`config.mk`:
```
export PLATFORM = sky130hd
export DESIGN_NAME = alu_output_register_stage
export DESIGN_NICKNAME = d
export VERILOG_FILES = /design/src/rtl/alu_output_register_stage.sv
export SDC_FILE = /design/constraint.sdc
export NUM_CORES = 1
export LEC_CHECK = 0
export CAP_MARGIN = 15
export CORE_MARGIN = 3
export CORE_UTILIZATION = 38
export CTS_BUF_LIST = sky130_fd_sc_hd__clkbuf_4 sky130_fd_sc_hd__clkbuf_8
export DETAILED_ROUTE_END_ITERATION = 7
export PLACE_DENSITY = 0.83
export SETUP_SLACK_MARGIN = 0.2
export SLEW_MARGIN = 20
export SYNTH_ARGS = -nofsm -noshare
export SYNTH_HDL_FRONTEND = slang
export SYNTH_SLANG_ARGS = --single-unit
export TNS_END_PERCENT = 20
```
`constraint.sdc`:
```
create_clock -name clk -period 2.8 [get_ports clk]
set_input_delay 0.84 -clock clk [delete_from_list [all_inputs] [get_ports clk]]
set_output_delay 0.84 -clock clk [all_outputs]
set_load 0.005 [all_outputs]
```
`src/rtl/alu_output_register_stage.sv`:
```
// alu_output_register_stage
// Output stage behind the 54-bit, 3-segment SIMD ALU.
// - Registers the ALU sum and the per-segment carry-outs.
// - Produces masked pattern and pattern-bar detects per segment.
// - Produces full-width accumulate overflow/underflow pulses.
// PREG=1 registers everything (latency 1). PREG=0 passes S and the detects
// straight through; only the detect history is clocked in that case.
// P_WIDTH is expected to equal 3*SEG_WIDTH.
// Optional build macro ALU_OUT_AUTORESET_EN: P/CARRYOUT clear on the edge
// after a detect (per segment in SIMD mode), for count-to-terminal
// accumulators. It applies to the registered build only.
module alu_output_register_stage #(
    parameter int P_WIDTH   = 54,
    parameter int SEG_WIDTH = 18,
    parameter int PREG      = 1
) (
    input  logic               clk,
    input  logic               reset,
    input  logic               CEP,
    input  logic               USE_SIMD,
    input  logic [P_WIDTH-1:0] S,
    input  logic [5:0]         carry_in,
    input  logic [P_WIDTH-1:0] PATTERN,
    input  logic [P_WIDTH-1:0] MASK,
    output logic [P_WIDTH-1:0] P,
    output logic [5:0]         CARRYOUT,
    output logic [2:0]         PATTERNDETECT,
    output logic [2:0]         PATTERNBDETECT,
    output logic               OVERFLOW,
    output logic               UNDERFLOW
);

    // Per-segment masked equality; a MASK bit of 1 forces that bit to match.
    function automatic logic [2:0] seg_match(
        input logic [P_WIDTH-1:0] val,
        input logic [P_WIDTH-1:0] pat,
        input logic [P_WIDTH-1:0] msk
    );
        logic [P_WIDTH-1:0] hit;
        logic [2:0]         res;
        hit = (val ~^ pat) | msk;
        for (int k = 0; k < 3; k++) begin
            res[k] = &hit[k*SEG_WIDTH +: SEG_WIDTH];
        end
        return res;
    endfunction

    // A previously matching value that now matches neither pattern nor bar
    // has left the representable window: that is the flow event.
    function automatic logic flow_flag(
        input logic hist,
        input logic pd_now,
        input logic pdb_now,
        input logic enable
    );
        return enable & hist & ~pd_now & ~pdb_now;
    endfunction

    // ---- stage p0: combinational detect and flag evaluation ----
    logic       use_simd_p0;
    logic [2:0] m_p0;
    logic [2:0] mb_p0;
    logic [2:0] pd_p0;
    logic [2:0] pdb_p0;
    logic       mode_chg_p0;
    logic       flow_en_p0;
    logic       ov_p0;
    logic       uf_p0;

    // History of the last accepted detect, plus the mode it was taken in.
    logic use_simd_q;
    logic pd_hist;
    logic pdb_hist;

    // An X on USE_SIMD must not spread into the detect outputs: only a
    // clean 1 selects SIMD mode.
    assign use_simd_p0 = (USE_SIMD === 1'b1);

    assign m_p0  = seg_match(S, PATTERN, MASK);
    assign mb_p0 = seg_match(S, ~PATTERN, MASK);

    // Fold the segment matches into one word-wide detect outside SIMD mode.
    always_comb begin
        pd_p0  = m_p0;
        pdb_p0 = mb_p0;
        if (!use_simd_p0) begin
            pd_p0  = {3{&m_p0}};
            pdb_p0 = {3{&mb_p0}};
        end
    end

    // A mode switch invalidates the history, so no flag may fire on it.
    assign mode_chg_p0 = (use_simd_p0 != use_simd_q);
    assign flow_en_p0  = ~use_simd_p0 & ~mode_chg_p0;
    assign ov_p0       = flow_flag(pd_hist,  pd_p0[0], pdb_p0[0], flow_en_p0);
    assign uf_p0       = flow_flag(pdb_hist, pd_p0[0], pdb_p0[0], flow_en_p0);

    // Detect history and mode copy; clocked in both PREG builds.
    always_ff @(posedge clk) begin
        if (reset) begin
            use_simd_q <= 1'b0;
            pd_hist    <= 1'b0;
            pdb_hist   <= 1'b0;
        end else if (CEP) begin
            use_simd_q <= use_simd_p0;
            if (mode_chg_p0) begin
                pd_hist  <= 1'b0;
                pdb_hist <= 1'b0;
            end else begin
                pd_hist  <= pd_p0[0];
                pdb_hist <= pdb_p0[0];
            end
        end
    end

    if (PREG != 0) begin : g_reg
        // ---- stage p1: registered outputs ----
        logic [P_WIDTH-1:0] p_p1;
        logic [5:0]         cy_p1;
        logic [2:0]         pd_p1;
        logic [2:0]         pdb_p1;
        logic               ov_p1;
        logic               uf_p1;
        logic [P_WIDTH-1:0] p_load_p0;
        logic [5:0]         cy_load_p0;

`ifdef ALU_OUT_AUTORESET_EN
        logic [2:0] ar_seg_p0;

        // Zero the segments whose detect fired on the previous edge.
        always_comb begin
            ar_seg_p0  = use_simd_p0 ? pd_p1 : {3{pd_p1[0]}};
            p_load_p0  = S;
            cy_load_p0 = carry_in;
            for (int k = 0; k < 3; k++) begin
                if (ar_seg_p0[k]) begin
                    p_load_p0[k*SEG_WIDTH +: SEG_WIDTH] = '0;
                    cy_load_p0[2*k +: 2]                = 2'b00;
                end
            end
        end
`else
        assign p_load_p0  = S;
        assign cy_load_p0 = carry_in;
`endif

        // Output register; reset wins over the clock enable.
        always_ff @(posedge clk) begin
            if (reset) begin
                p_p1   <= '0;
                cy_p1  <= '0;
                pd_p1  <= '0;
                pdb_p1 <= '0;
                ov_p1  <= 1'b0;
                uf_p1  <= 1'b0;
            end else if (CEP) begin
                p_p1   <= p_load_p0;
                cy_p1  <= cy_load_p0;
                pd_p1  <= pd_p0;
                pdb_p1 <= pdb_p0;
                ov_p1  <= ov_p0;
                uf_p1  <= uf_p0;
            end
        end

        assign P              = p_p1;
        assign CARRYOUT       = cy_p1;
        assign PATTERNDETECT  = pd_p1;
        assign PATTERNBDETECT = pdb_p1;
        assign OVERFLOW       = ov_p1;
        assign UNDERFLOW      = uf_p1;
    end else begin : g_bypass
        // ---- stage p0 drives the outputs directly ----
        assign P              = S;
        assign CARRYOUT       = carry_in;
        assign PATTERNDETECT  = pd_p0;
        assign PATTERNBDETECT = pdb_p0;
        assign OVERFLOW       = ov_p0;
        assign UNDERFLOW      = uf_p0;
    end

endmodule

```
==> run metrics, run 1 <==
status finished, final reports clean; XOR/XNOR share of the synthesized area 0.124; Clock Tree Root clkbuf_8; Post-synth top cells nor2_1, dfxtp_1, mux2i_1; Area contributors post-synth dfxtp_1, mux2i_1, xnor2_1; nets 860; Area Growth Syn to Fin 81.0%; CP max FO 3; post-layout util 0.709; Max Slew Vio Count 0; Critical-path top delay cell or4_4; CP Launch Type input port; DR vias 4100; WP data arrival 2.83 ns; Main synth FF type dfxtp_1; CP cell instances clkdlybuf4s50_1 -> inv_1 -> a22oi_1 -> nand4_1 -> or4_4 -> nor2_4 -> a2111oi_2 -> a32o_2; CTS max path bufs 2; Die Height 106 um; Mapped Nets 605; met1 wire length roughly 5.2 mm; Comb power frac 0.298; post-route ant nets 0; post-synthesis cell type count 37; WL/cell 17.2 um; Psw around 0.00074 W; Starting Density 0.392; max layer used met4; Max-Cap Viols 0; post-layout min period around 2.6 ns; CP Data Required Time approximately 3.0 ns; Final setup viols 0; Largest delay share family, worst path simple AND/OR/NAND/NOR gates; Yosys top cell area share 0.371; Layout Skew 0.00218 ns; Num CTS Buffers 9; crit end category flop; clock network power share 0.308; met2 WL 7.53 mm; largest net degree at the start of global routing 53; HPWL Detailed around 11 mm; pwr/cell area about 400 nW/um2; Post-Syn Instances around 430; number of cell rows 36; adder-cell share of the synthesized area 0.00327; Non-Filler Instances just over 800; Sw Ratio 0.266; Hold Fails Final Rpt 0; R2R Setup Slk between 1 and 1.5 ns; drt pass-1 iters 4; sequential cell fraction of total power 0.394; WHS Path Cells 2; Worst Max-Slew Pin Slew roughly 0.59 ns; # DRC 0; worst min path class flop to flop; sequential-to-total area share from yosys stat 0.371; total power roughly 0.0028 W; Post-Synth Simple-Gate Area 0.185; detailed-route vias per instance just under 5; post-synthesis mux area share 0.159; full die area 11300 um2; first-pass GRT wire length roughly 21 mm; CTS tree yes; GPL Wtd Cong about 0.85; internal power between 0.002 and 0.0025 W; fmax 0.383 GHz; CTS Sinks 71; Mapped Area 3830 um2; largest family of logic cells by synthesized area simple AND/OR/NAND/NOR gates; core area just under 10000 um2; initial DRC count approximately 120; initial antenna violation count 1; Cells after DPL around 800; Compound-Gate Fraction of Synth Area 0.103; Overall Global Routing Usage 0.237; Worst-Skew Late Latency 0.33 ns; post-route clock period utilization 0.931; slowest cell delay on critical path 0.57 ns; YS warnings 0; layout cells sized above 1 0.124; CP Class input port to flop; H-Tree Level Count 3; Synth Register Bits just over 70; ys async rst share 0; GRT overflow 0; Worst Path Buf+Inv 2; Leak just over 3 nW; cell with the most instances after synthesis nor2_1; Levels on crit path 8; WL final 14.2 mm; PortBufs about 240; I/O pins 240; Clock transition at path regs 0.08 ns; number of global-route vias before repair ~4400; VDD IR max 265 uV; metal3 WL roughly 1.1 mm; cell count of the worst reg-to-reg path 4; Avg Synthesized Cell Area between 8 and 9 um2; post-synth top area cell dfxtp_1; RSZ-0062 raised after global routing true; Die X 106 um; Slew HR 0.607; Post-synth EDFFs 0
layer usage:
metal  GRT usage  vias up
met5           0        -
met4      0.0990        0
met3      0.0723       30
met2       0.444      171
met1       0.243     1914
li1            -     1985
what timing repair did:
action	4_1_cts	5_1_grt
buffers inserted	0	0
hold buffers	0	0
gates resized for setup	4	50
setup endpoints to repair	2	6
pin swaps	2	10
cloned	0	0
cell usage in the layout, fill, tap and decap left out, types with 3 or more instances in the layout:
cell / count
xnor2_2: 24
xnor2_1: 30
nor2_1: 80
clkbuf_4: 3
o21ai_1: 4
dlymetal6s2s_1: 19
or4_4: 3
nand3_1: 4
inv_1: 30
nand4_1: 7
nand2_1: 7
a22oi_1: 9
or2b_1: 9
clkbuf_8: 10
nand2b_1: 20
buf_4: 22
dfxtp_1: 71
clkdlybuf4s50_1: 216
mux2i_1: 61
o22ai_1: 25
a22oi_2: 4
state kept, by name (all words and copies together), names as in the netlist:
signal          cells
pdb_hist            1
P                  54
use_simd_q          1
pd_hist             1
CARRYOUT            6
UNDERFLOW           1
PATTERNBDETECT      3
OVERFLOW            1
PATTERNDETECT       3
per-stage QoR:
step                      area (um2)  TNS (ns)  hold slack [ns]  worst slack [ns]
final                           6930         0            0.452             0.192
after global routing            6930         0            0.488             0.130
after CTS                       6670         0            0.454             0.203
after detailed placement        6460    -0.845            0.439            -0.219
after global placement          6460    -0.338            0.443            -0.146
after floorplan                 3830         0            0.426             0.426
kinds of logic (layout without fill, tap and decap cells):
group / Yosys count / after routing
simple gates: 141 / 141
mux: 61 / 61
xor+xnor: 54 / 54
flops: 71 / 71
compound gates: 56 / 56
fa+ha+maj: 1 / 1
other cells: 0 / 1
buf+inv: 48 / 308
area by class of cell:
cell class	count	area (um2)
Tap cell	133	166
Multi-Input combinational cell	313	2420
Fill cell	746	2840
Clock inverter	3	42.5
Inverter	32	133
Clock buffer	13	160
Timing Repair Buffer	260	2590
Sequential cell	71	1420
Antenna cell	1	2.50
worst min-delay path: stages, from the launching register on:
cell	delay, ns
dfxtp_1	0.32
nand2_1	0.05
nand2_1	0.04
power groups by stage:
stage / combinational (W) / sequential (W) / clock [W]
after floorplan: 0.000304 / 0.00112 / 0
after global routing: 0.000889 / 0.00110 / 0.000909
after detailed placement: 0.000780 / 0.00111 / 0
after global placement: 0.000765 / 0.00111 / 0
after CTS: 0.000786 / 0.00109 / 0.000875
final: 0.000826 / 0.00109 / 0.000854
worst paths after layout:
| check | from | endpoint |
|---|---|---|
| hold reg to reg | PATTERNBDETECT[0]$_SDFFE_PP0P_ | PATTERNBDETECT[0]$_SDFFE_PP0P_ |
| setup reg to reg | use_simd_q$_SDFFE_PP0P_ | pd_hist$_SDFFE_PP0P_ |
| hold / removal | PATTERNBDETECT[0]$_SDFFE_PP0P_ | PATTERNBDETECT[0]$_SDFFE_PP0P_ |
| setup / recovery | MASK[49] | OVERFLOW$_SDFFE_PP0P_ |
Note: power is estimated with default switching activity, not from simulation.
==> run 2, diff against run 1 <==
MAX_ROUTING_LAYER = met4   (was unset)
==> run 2 against run 1 <==
Final area decreased by 2.6%. Routed wire length fell by 4.7%. Hold slack better by 0.0016 ns. Global-route usage is 0.35 points higher. Critical path depth stayed put. Largest power group unchanged.
==> run metrics, run 2 (synthesized netlist as in run 1, its figures left out) <==
full die area 11300 um2 (unchanged); CP Data Required Time 3.03 ns (about the same); HPWL Detailed 11.1 mm (-0.16%); post-layout min period 2.59 ns (-0.0134 ns); Starting Density 0.392 (unchanged); initial DRC count 182 (+50%); CP Class input port to flop; WL final 13.6 mm (-4.7%); H-Tree Level Count 3 (unchanged); # DRC 0 (unchanged); CP max FO 4 (+1); Leak 2.81 nW (-7.3%); Largest register FFs 54 (unchanged); I/O pins 240 (unchanged); drt pass-1 iters 4 (unchanged); post-route ant nets 0 (unchanged); Area Growth Syn to Fin 76.3%; Layout Skew 0.000326 ns (-0.00186 ns); Clock transition at path regs 0.07 ns (about the same); post-layout util 0.690 (-0.0186); Worst Path Buf+Inv 1 (-1); GPL Wtd Cong 0.848 (-0.16%); CP Launch Type input port; worst setup margin 0.205 ns (+0.0134 ns); WL/cell 16.4 um (-4.7%); largest net degree at the start of global routing 53 (unchanged); nets 862 (+0.23%); leading cell types in the layout, fill and taps excluded clkdlybuf4s50_1, nor2_1, dfxtp_1; Largest delay share family, worst path simple AND/OR/NAND/NOR gates; Slew HR 0.594 (-0.0129); Overall Global Routing Usage 0.241 (+0.00354); pwr/cell area 400 nW/um2 (about the same); slowest cell delay on critical path 0.60 ns (+0.03 ns); number of cell rows 36 (unchanged); worst min path class flop to flop; CTS tree yes; number of global-route vias before repair 4259 (-3.4%); pre-CTS setup slack -0.228 ns (-0.00921 ns); layout cells sized above 1 0.0967 (-0.0276); Num CTS Buffers 9 (unchanged); commonest non-fill, non-tap cell in the layout clkdlybuf4s50_1; fmax 0.385 GHz (+0.52%); Critical-path top delay cell or4_4; Die X 106 um (unchanged); CTS Sinks 71 (unchanged); post-route clock period utilization 0.927 (-0.00480); Clock Tree Root clkbuf_8; RSZ-0062 raised after global routing true; PortBufs 239 (unchanged); Worst Max-Slew Pin Slew 0.609 ns (+0.0194 ns); first-pass GRT wire length 21.0 mm (-1.4%); core area 9770 um2 (unchanged); CP cell instances clkdlybuf4s50_1 -> xnor2_2 -> or2b_4 -> nand4_1 -> or4_4 -> nor2_4 -> a2111oi_2 -> a32o_2; R2R Setup Slk 1.48 ns (+0.03 ns); DR vias 4017 (-2.0%); initial antenna violation count 0 (-1); Max Slew Vio Count 0 (unchanged); Antenna Cells 0 (-1); Max-Cap Viols 0 (unchanged); Die Height 106 um (unchanged); WP data arrival 2.83 ns (about the same); Setup Fix Bufs, Post-CTS 0 (unchanged); detailed-route vias per instance 4.86 (-2.0%); # fillers 796 (+6.7%); Final setup viols 0 (unchanged); CTS max path bufs 2 (unchanged); setup TNS 0 ns (unchanged); status finished, final reports clean; crit end category flop; VDD IR max 298 uV (+12%); GRT overflow 0 (unchanged); Hold Fails Final Rpt 0 (unchanged); Worst-Skew Late Latency 0.33 ns (about the same)
[run 2: repair_timing]
| action | in CTS | in global routing |
|---|---|---|
| hold buffers | 0 | 0 |
| setup endpoints to repair | 3 | 7 |
| resized for setup | 5 | 14 |
| pin swaps | 2 | 5 |
[run 2: layer usage]
metal	up-vias	part of all wire	global-route usage
met3	24	0.074	0.0698
met4	0	0.020	0.0666
met1	1840	0.39	0.262
li1	1993	-	-
met2	160	0.52	0.429
met5	-	0	-
[run 2: per-stage QoR]
step / hold WS, ns / area (um2) / power, W / std cells
after floorplan: 0.426 / 3830 / 0.00142 / 432
after global placement: 0.439 / 6470 / 0.00188 / 811
after detailed placement: 0.447 / 6470 / 0.00189 / 811
after CTS: 0.461 / 6680 / 0.00271 / 826
after global routing: 0.495 / 6750 / 0.00282 / 826
final: 0.454 / 6750 / 0.00270 / 826
[run 2: path summary, 6_finish.rpt]
check	start	cells past startpoint	end
max	PATTERN[6]	8	OVERFLOW$_SDFFE_PP0P_
min	PATTERNBDETECT[0]$_SDFFE_PP0P_	2	PATTERNBDETECT[0]$_SDFFE_PP0P_
max reg2reg	use_simd_q$_SDFFE_PP0P_	4	pd_hist$_SDFFE_PP0P_
min reg2reg	PATTERNBDETECT[0]$_SDFFE_PP0P_	2	PATTERNBDETECT[0]$_SDFFE_PP0P_
[run 2: tightest hold or removal path, stage by stage (launching register included)]
cell	delay (ns)
dfxtp_1	0.32
nand2_1	0.05
nand2_1	0.04
[run 2: final cells by class]
cell class | count | area, um2 | area share
Multi-Input combinational cell | 313 | 2280 | 0.337
Sequential cell | 71 | 1420 | 0.211
Inverter | 32 | 133 | 0.0197
Timing Repair Buffer | 262 | 2560 | 0.380
Clock buffer | 11 | 139 | 0.0206
Clock inverter | 4 | 47.5 | 0.00704
Tap cell | 133 | 166 | 0.0247
[run 2: power by group]
group	internal (W)	switching, W	total (W)
Sequential	0.00106	0.0000265	0.00109
Clock	0.000424	0.000388	0.000813
Combinational	0.000494	0.000302	0.000795
==> run 3, diff against run 2 <==
CORE_UTILIZATION = 35   (was 38)
PLACE_DENSITY = 0.77   (was 0.83)
==> run 3 against run 2 <==
Sequential cell count did not move. Count of clock-buffer cells in the layout unchanged. Final cell count rose by 1.5%. Power shrank 2.1%. Combinational power grew 2%. Die area grew 8.1%. Final area is 1.3% higher. Critical path type unchanged.
==> run metrics, run 3 (synthesized netlist as in run 1, its figures left out) <==
Largest register FFs 54 (unchanged); Die Height 111 um (+4.0%); initial DRC count 135 (-26%); CTS tree yes; number of global-route vias before repair 4346 (+2.0%); pre-CTS setup slack -0.203 ns (+0.0247 ns); CP Data Required Time 3.03 ns (about the same); VDD IR max 253 uV (-15%); Worst Max-Slew Pin Slew 0.576 ns (-0.0334 ns); post-route clock period utilization 0.923 (-0.00402); Overall Global Routing Usage 0.228 (-0.0124); Die X 111 um (+4.0%); post-layout util 0.654 (-0.0368); CP cell instances clkdlybuf4s50_1 -> xnor2_2 -> or2b_1 -> nand4_1 -> or4_4 -> nor2_4 -> a2111oi_2 -> a32o_2; pwr/cell area 386 nW/um2 (-3.4%); worst setup margin 0.217 ns (+0.0113 ns); Leak 2.90 nW (+3.0%); Num CTS Buffers 9 (unchanged); post-route ant nets 0 (unchanged); worst min path class flop to flop; Layout Skew 0.00801 ns (+0.00768 ns); # DRC 0 (unchanged); WL/cell 16.7 um (+1.5%); layout cells sized above 1 0.114 (+0.0173); Max Slew Vio Count 0 (unchanged); Worst Path Buf+Inv 1 (unchanged); RSZ-0062 raised after global routing true; HPWL Detailed 11.4 mm (+2.6%); CP max FO 4 (unchanged); CTS max path bufs 2 (unchanged); WP data arrival 2.82 ns (about the same); drt pass-1 iters 4 (unchanged); Clock Tree Root clkbuf_8; Starting Density 0.366 (-0.0258); crit end category flop; fmax 0.387 GHz (+0.44%); largest net degree at the start of global routing 33 (-38%); I/O pins 240 (unchanged); leading cell types in the layout, fill and taps excluded clkdlybuf4s50_1, nor2_1, dfxtp_1; Max-Cap Viols 0 (unchanged); WL final 14.0 mm (+3.0%); CP Launch Type input port; nets 871 (+1.0%); Final setup viols 0 (unchanged); H-Tree Level Count 3 (unchanged); status finished, final reports clean; CP Class input port to flop; Area Growth Syn to Fin 78.6%; total power 0.00264 W (-2.1%); slowest cell delay on critical path 0.58 ns (-0.02 ns); number of cell rows 37 (+2.8%); Hold Fails Final Rpt 0 (unchanged); detailed-route vias per instance 4.87 (+0.14%); PortBufs 239 (unchanged); Slew HR 0.616 (+0.0222); GRT overflow 0 (unchanged); commonest non-fill, non-tap cell in the layout clkdlybuf4s50_1; CTS Sinks 71 (unchanged); Antenna Cells 0 (unchanged); full die area 12200 um2 (+8.1%); # fillers 881 (+11%); post-layout min period 2.58 ns (-0.0113 ns); Critical-path top delay cell or4_4; Worst-Skew Late Latency 0.34 ns (about the same); DR vias 4081 (+1.6%); core area 10500 um2 (+7.0%); Clock transition at path regs 0.08 ns (about the same); GPL Wtd Cong 0.923 (+8.8%); initial antenna violation count 0 (unchanged); first-pass GRT wire length 22.0 mm (+4.5%); Largest delay share family, worst path simple AND/OR/NAND/NOR gates
==> run 3: changes by cell type in the layout (fill, tap and decap cells not counted), moves of 2 or more <==
cell / delta
buf_4: +9
xnor2_2: +2
dlymetal6s2s_1: +4
xnor2_1: -2
clkdlybuf4s50_1: -3
==> run 3: repair_timing <==
| action | 4_1_cts | 5_1_grt |
|---|---|---|
| pin swaps | 2 | 8 |
| buffers inserted | 0 | 1 |
| hold buffers | 0 | 0 |
| gates resized for setup | 1 | 25 |
| setup endpoints to repair | 2 | 7 |
| hold endpoints to repair | 0 | 0 |
==> run 3: where the power goes <==
| part | leakage (nW) | internal, W | total, W | switching, W |
|---|---|---|---|---|
| sequential | 0.585 | 0.00106 | 0.00109 | 0.0000269 |
| combinational | 2.22 | 0.000503 | 0.000811 | 0.000308 |
| clock | 0.0884 | 0.000347 | 0.000740 | 0.000393 |
==> run 3: metal layers <==
metal,global-route usage,part of all wire,vias up
met5,-,0,-
met4,0.0698,0.021,0
met3,0.0471,0.057,27
met2,0.396,0.52,154
met1,0.265,0.40,1894
li1,-,-,2006
==> run 3: path summary, 6_finish.rpt <==
| kind | end | from | slack (ns) | depth (start not counted) |
|---|---|---|---|---|
| hold / removal | pdb_hist$_SDFFE_PP0P_ | pdb_hist$_SDFFE_PP0P_ | 0.46 | 2 |
| hold reg to reg | pdb_hist$_SDFFE_PP0P_ | pdb_hist$_SDFFE_PP0P_ | 0.46 | 2 |
| setup reg to reg | pd_hist$_SDFFE_PP0P_ | use_simd_q$_SDFFE_PP0P_ | 1.46 | 4 |
| setup / recovery | OVERFLOW$_SDFFE_PP0P_ | PATTERN[0] | 0.22 | 8 |
==> run 3: stage by stage <==
step | instance area, um2 | cells | setup TNS [ns] | hold WS [ns]
floorplan | 3830 | 432 | 0 | 0.426
finish | 6840 | 838 | 0 | 0.460
detailed placement | 6540 | 822 | -0.799 | 0.443
CTS | 6710 | 837 | 0 | 0.453
global placement | 6540 | 822 | -0.467 | 0.437
global route | 6840 | 838 | 0 | 0.478
==> run 3: cell type report <==
class | count | area (um2) | share of cell area
multi-input cells | 313 | 2300 | 0.337
clock inverters | 4 | 22.5 | 0.00329
repair buffers | 271 | 2640 | 0.387
inverters | 32 | 133 | 0.0194
clock buffers | 11 | 145 | 0.0212
well taps | 136 | 170 | 0.0249
flip-flops and latches | 71 | 1420 | 0.208
==> run 3: worst min-delay path, stage by stage, from the launching register on <==
cell     delay, ns
dfxtp_1       0.32
nand2_1       0.05
o21ai_1       0.05
==> RTL edit, RTL diff (settings of run 3) <==
The parameter `P_WIDTH` goes from 54 to 62.
--- a/src/rtl/alu_output_register_stage.sv
+++ b/src/rtl/alu_output_register_stage.sv
@@ -10,7 +10,7 @@
 // after a detect (per segment in SIMD mode), for count-to-terminal
 // accumulators. It applies to the registered build only.
 module alu_output_register_stage #(
-    parameter int P_WIDTH   = 54,
+    parameter int P_WIDTH   = 62,
     parameter int SEG_WIDTH = 18,
     parameter int PREG      = 1
 ) (
Ports: changed (resized MASK, P, PATTERN and S); port bits go from 240 to 272. No check against the original RTL was run, so the function may have changed too.
==> RTL edit against run 3 <==
Power is 18% higher. Area after synthesis rose by 5.0%. Sequential share of layout area increased by 0.90 points. Design area grew 6.6%. Sequential cell count increased by 8. Routed wire length grew 3.9%. Worst setup slack gained 0.052 ns. Core utilization up 0.75 points. Critical path type unchanged. Critical endpoint unchanged.
==> RTL edit: results (changes against run 3) <==
Parameter                              Value

Layout
  Number of flip-flops under the largest register name    62 (was 54)
  Number of filler instances in the final layout    917 (was 881)
  Cell Count, Final, Fillers Out    881 (was 838)
  Number of nets at the end of the flow    933 (was 871)
  Share of post-route cells with drive strength above 1    9.04% (was 11.4%)

Place
  Quantity of I/O buffers inserted on ports    255 (was 239)
  Pre-CTS setup slack    -0.309 ns (was -0.203 ns)
  Gpl congestion    0.919 (was 0.923)
  Half-perimeter wire length of the detailed placement result    11.8 mm (was 11.4 mm)
  Placed cell areas    6920 µm² (was 6540 µm²)

STA
  Max Clock Skew    0.00749 ns (was 0.00801 ns)
  Remaining max-slew budget at the tightest pin    55.7% (was 61.6%)

Pwr
  Maximum vdd drop    0.000255 V (was 0.000253 V)
  PD cells    428 nW/µm² (was 386 nW/µm²)
  Cell Int Power    2.33 mW (was 1.91 mW)
  Reported leakage power    3.07 nW (was 2.90 nW)

Synth
  Top cells by count, synth    91 x sky130_fd_sc_hd__nor2_1, 79 x sky130_fd_sc_hd__dfxtp_1, 69 x sky130_fd_sc_hd__mux2i_1 (was 81 x sky130_fd_sc_hd__nor2_1, 71 x sky130_fd_sc_hd__dfxtp_1, 61 x sky130_fd_sc_hd__mux2i_1)
  Syn_area_per_cell    8.84 µm² (was 8.86 µm²)
  Syn nets    652 (was 605)
  Top cells by area, synth    sky130_fd_sc_hd__dfxtp_1 39%, sky130_fd_sc_hd__mux2i_1 17%, sky130_fd_sc_hd__xnor2_1 12% (was sky130_fd_sc_hd__dfxtp_1 37%, sky130_fd_sc_hd__mux2i_1 16%, sky130_fd_sc_hd__xnor2_1 12%)
  Share of synthesized area occupied by flip-flops and latches    39.3% (was 37.1%)
  Number of unique standard cell types used by synthesis    31 (was 37)

Worst setup path
  Worst endpoint data arrival time    2.77 ns (was 2.82 ns)
  Maximum net fanout on the critical path    3 (was 4)

Routing
  DRT iter0 DRCs    189 (was 135)
  Wirelength per Cell    16.5 µm (was 16.7 µm)
  Number of vias per cell    4.83 (was 4.87)

Clock tree
  Clock transition at the register clock pins on the worst setup and hold paths after CTS    0.08 ns (about the same)

Status
  Outcome    completed (unchanged)

Global routing
  Global-route usage over all layers    23.1% (was 22.8%)
  First-pass GRT wire length    22.7 mm (was 22.0 mm)
==> RTL edit: changes by cell type after synthesis, sizes merged, moves of 4 or more <==
cell / change
clkbuf: -4
nor2: +9
dfxtp: +8
nand2b: +15
or2b: -12
inv: -4
mux2i: +8
buf: +5
==> RTL edit: logic make-up after synthesis <==
logic type               share of synthesized area (%)
AND/OR/NAND/NOR                                   18.1
multiplexers                                      17.2
XOR/XNOR                                          11.8
AO/OA/AOI/OAI                                     9.15
adder cells (fa/ha/maj)                          0.311
flip-flops                                        39.3
buffers and inverters                             4.11
==> RTL edit: what timing repair did <==
item | CTS | global route
pin swaps | 4 | 8
setup endpoints to repair | 3 | 6
buffers inserted | 0 | 1
resized for setup | 9 | 21
==> RTL edit: power by group through the flow <==
| stage | clock network, mW | registers (mW) | logic [mW] |
|---|---|---|---|
| 6_report | 1.06 | 1.21 | 0.844 |
| 5_1_grt | 1.14 | 1.22 | 0.912 |
| 4_1_cts | 1.09 | 1.21 | 0.834 |
| 3_5_place_dp | 0 | 1.24 | 0.827 |
| 3_3_place_gp | 0 | 1.24 | 0.814 |
| 2_1_floorplan | 0 | 1.24 | 0.306 |
==> RTL edit: path summary, 6_finish.rpt <==
path,from,endpoint,slack [ns],cells past startpoint
setup / recovery,S[18],OVERFLOW$_SDFFE_PP0P_,0.27,8
hold / removal,pdb_hist$_SDFFE_PP0P_,pdb_hist$_SDFFE_PP0P_,0.46,2
setup reg to reg,use_simd_q$_SDFFE_PP0P_,pd_hist$_SDFFE_PP0P_,1.46,4
hold reg to reg,pdb_hist$_SDFFE_PP0P_,pdb_hist$_SDFFE_PP0P_,0.46,2
==> RTL edit: metal layers <==
metal / wire length [µm] / GRT usage [%] / vias up
li1: - / - / 2122
met1: 5810 / 27.1 / 1955
met2: 7390 / 39.5 / 160
met3: 1110 / 5.29 / 17
met4: 196 / 6.73 / 0
met5: 0 / - / -
==> RTL edit: critical path: stages <==
cell                              delay (ns)
sky130_fd_sc_hd__clkdlybuf4s50_1        0.51
sky130_fd_sc_hd__xnor2_1                0.14
sky130_fd_sc_hd__a22oi_1                0.23
sky130_fd_sc_hd__nand2_1                0.07
sky130_fd_sc_hd__or4_4                  0.56
sky130_fd_sc_hd__inv_1                  0.11
sky130_fd_sc_hd__a2111oi_2              0.08
sky130_fd_sc_hd__a32o_1                 0.23
==> RTL edit: area by class of cell <==
class / instances / share of cell area [%]
clock buffers: 11 / 1.99
clock inverters: 5 / 1.44
inverters: 27 / 1.39
multi-input cells: 332 / 32.5
flip-flops and latches: 79 / 21.7
well taps: 140 / 2.40
repair buffers: 287 / 38.6
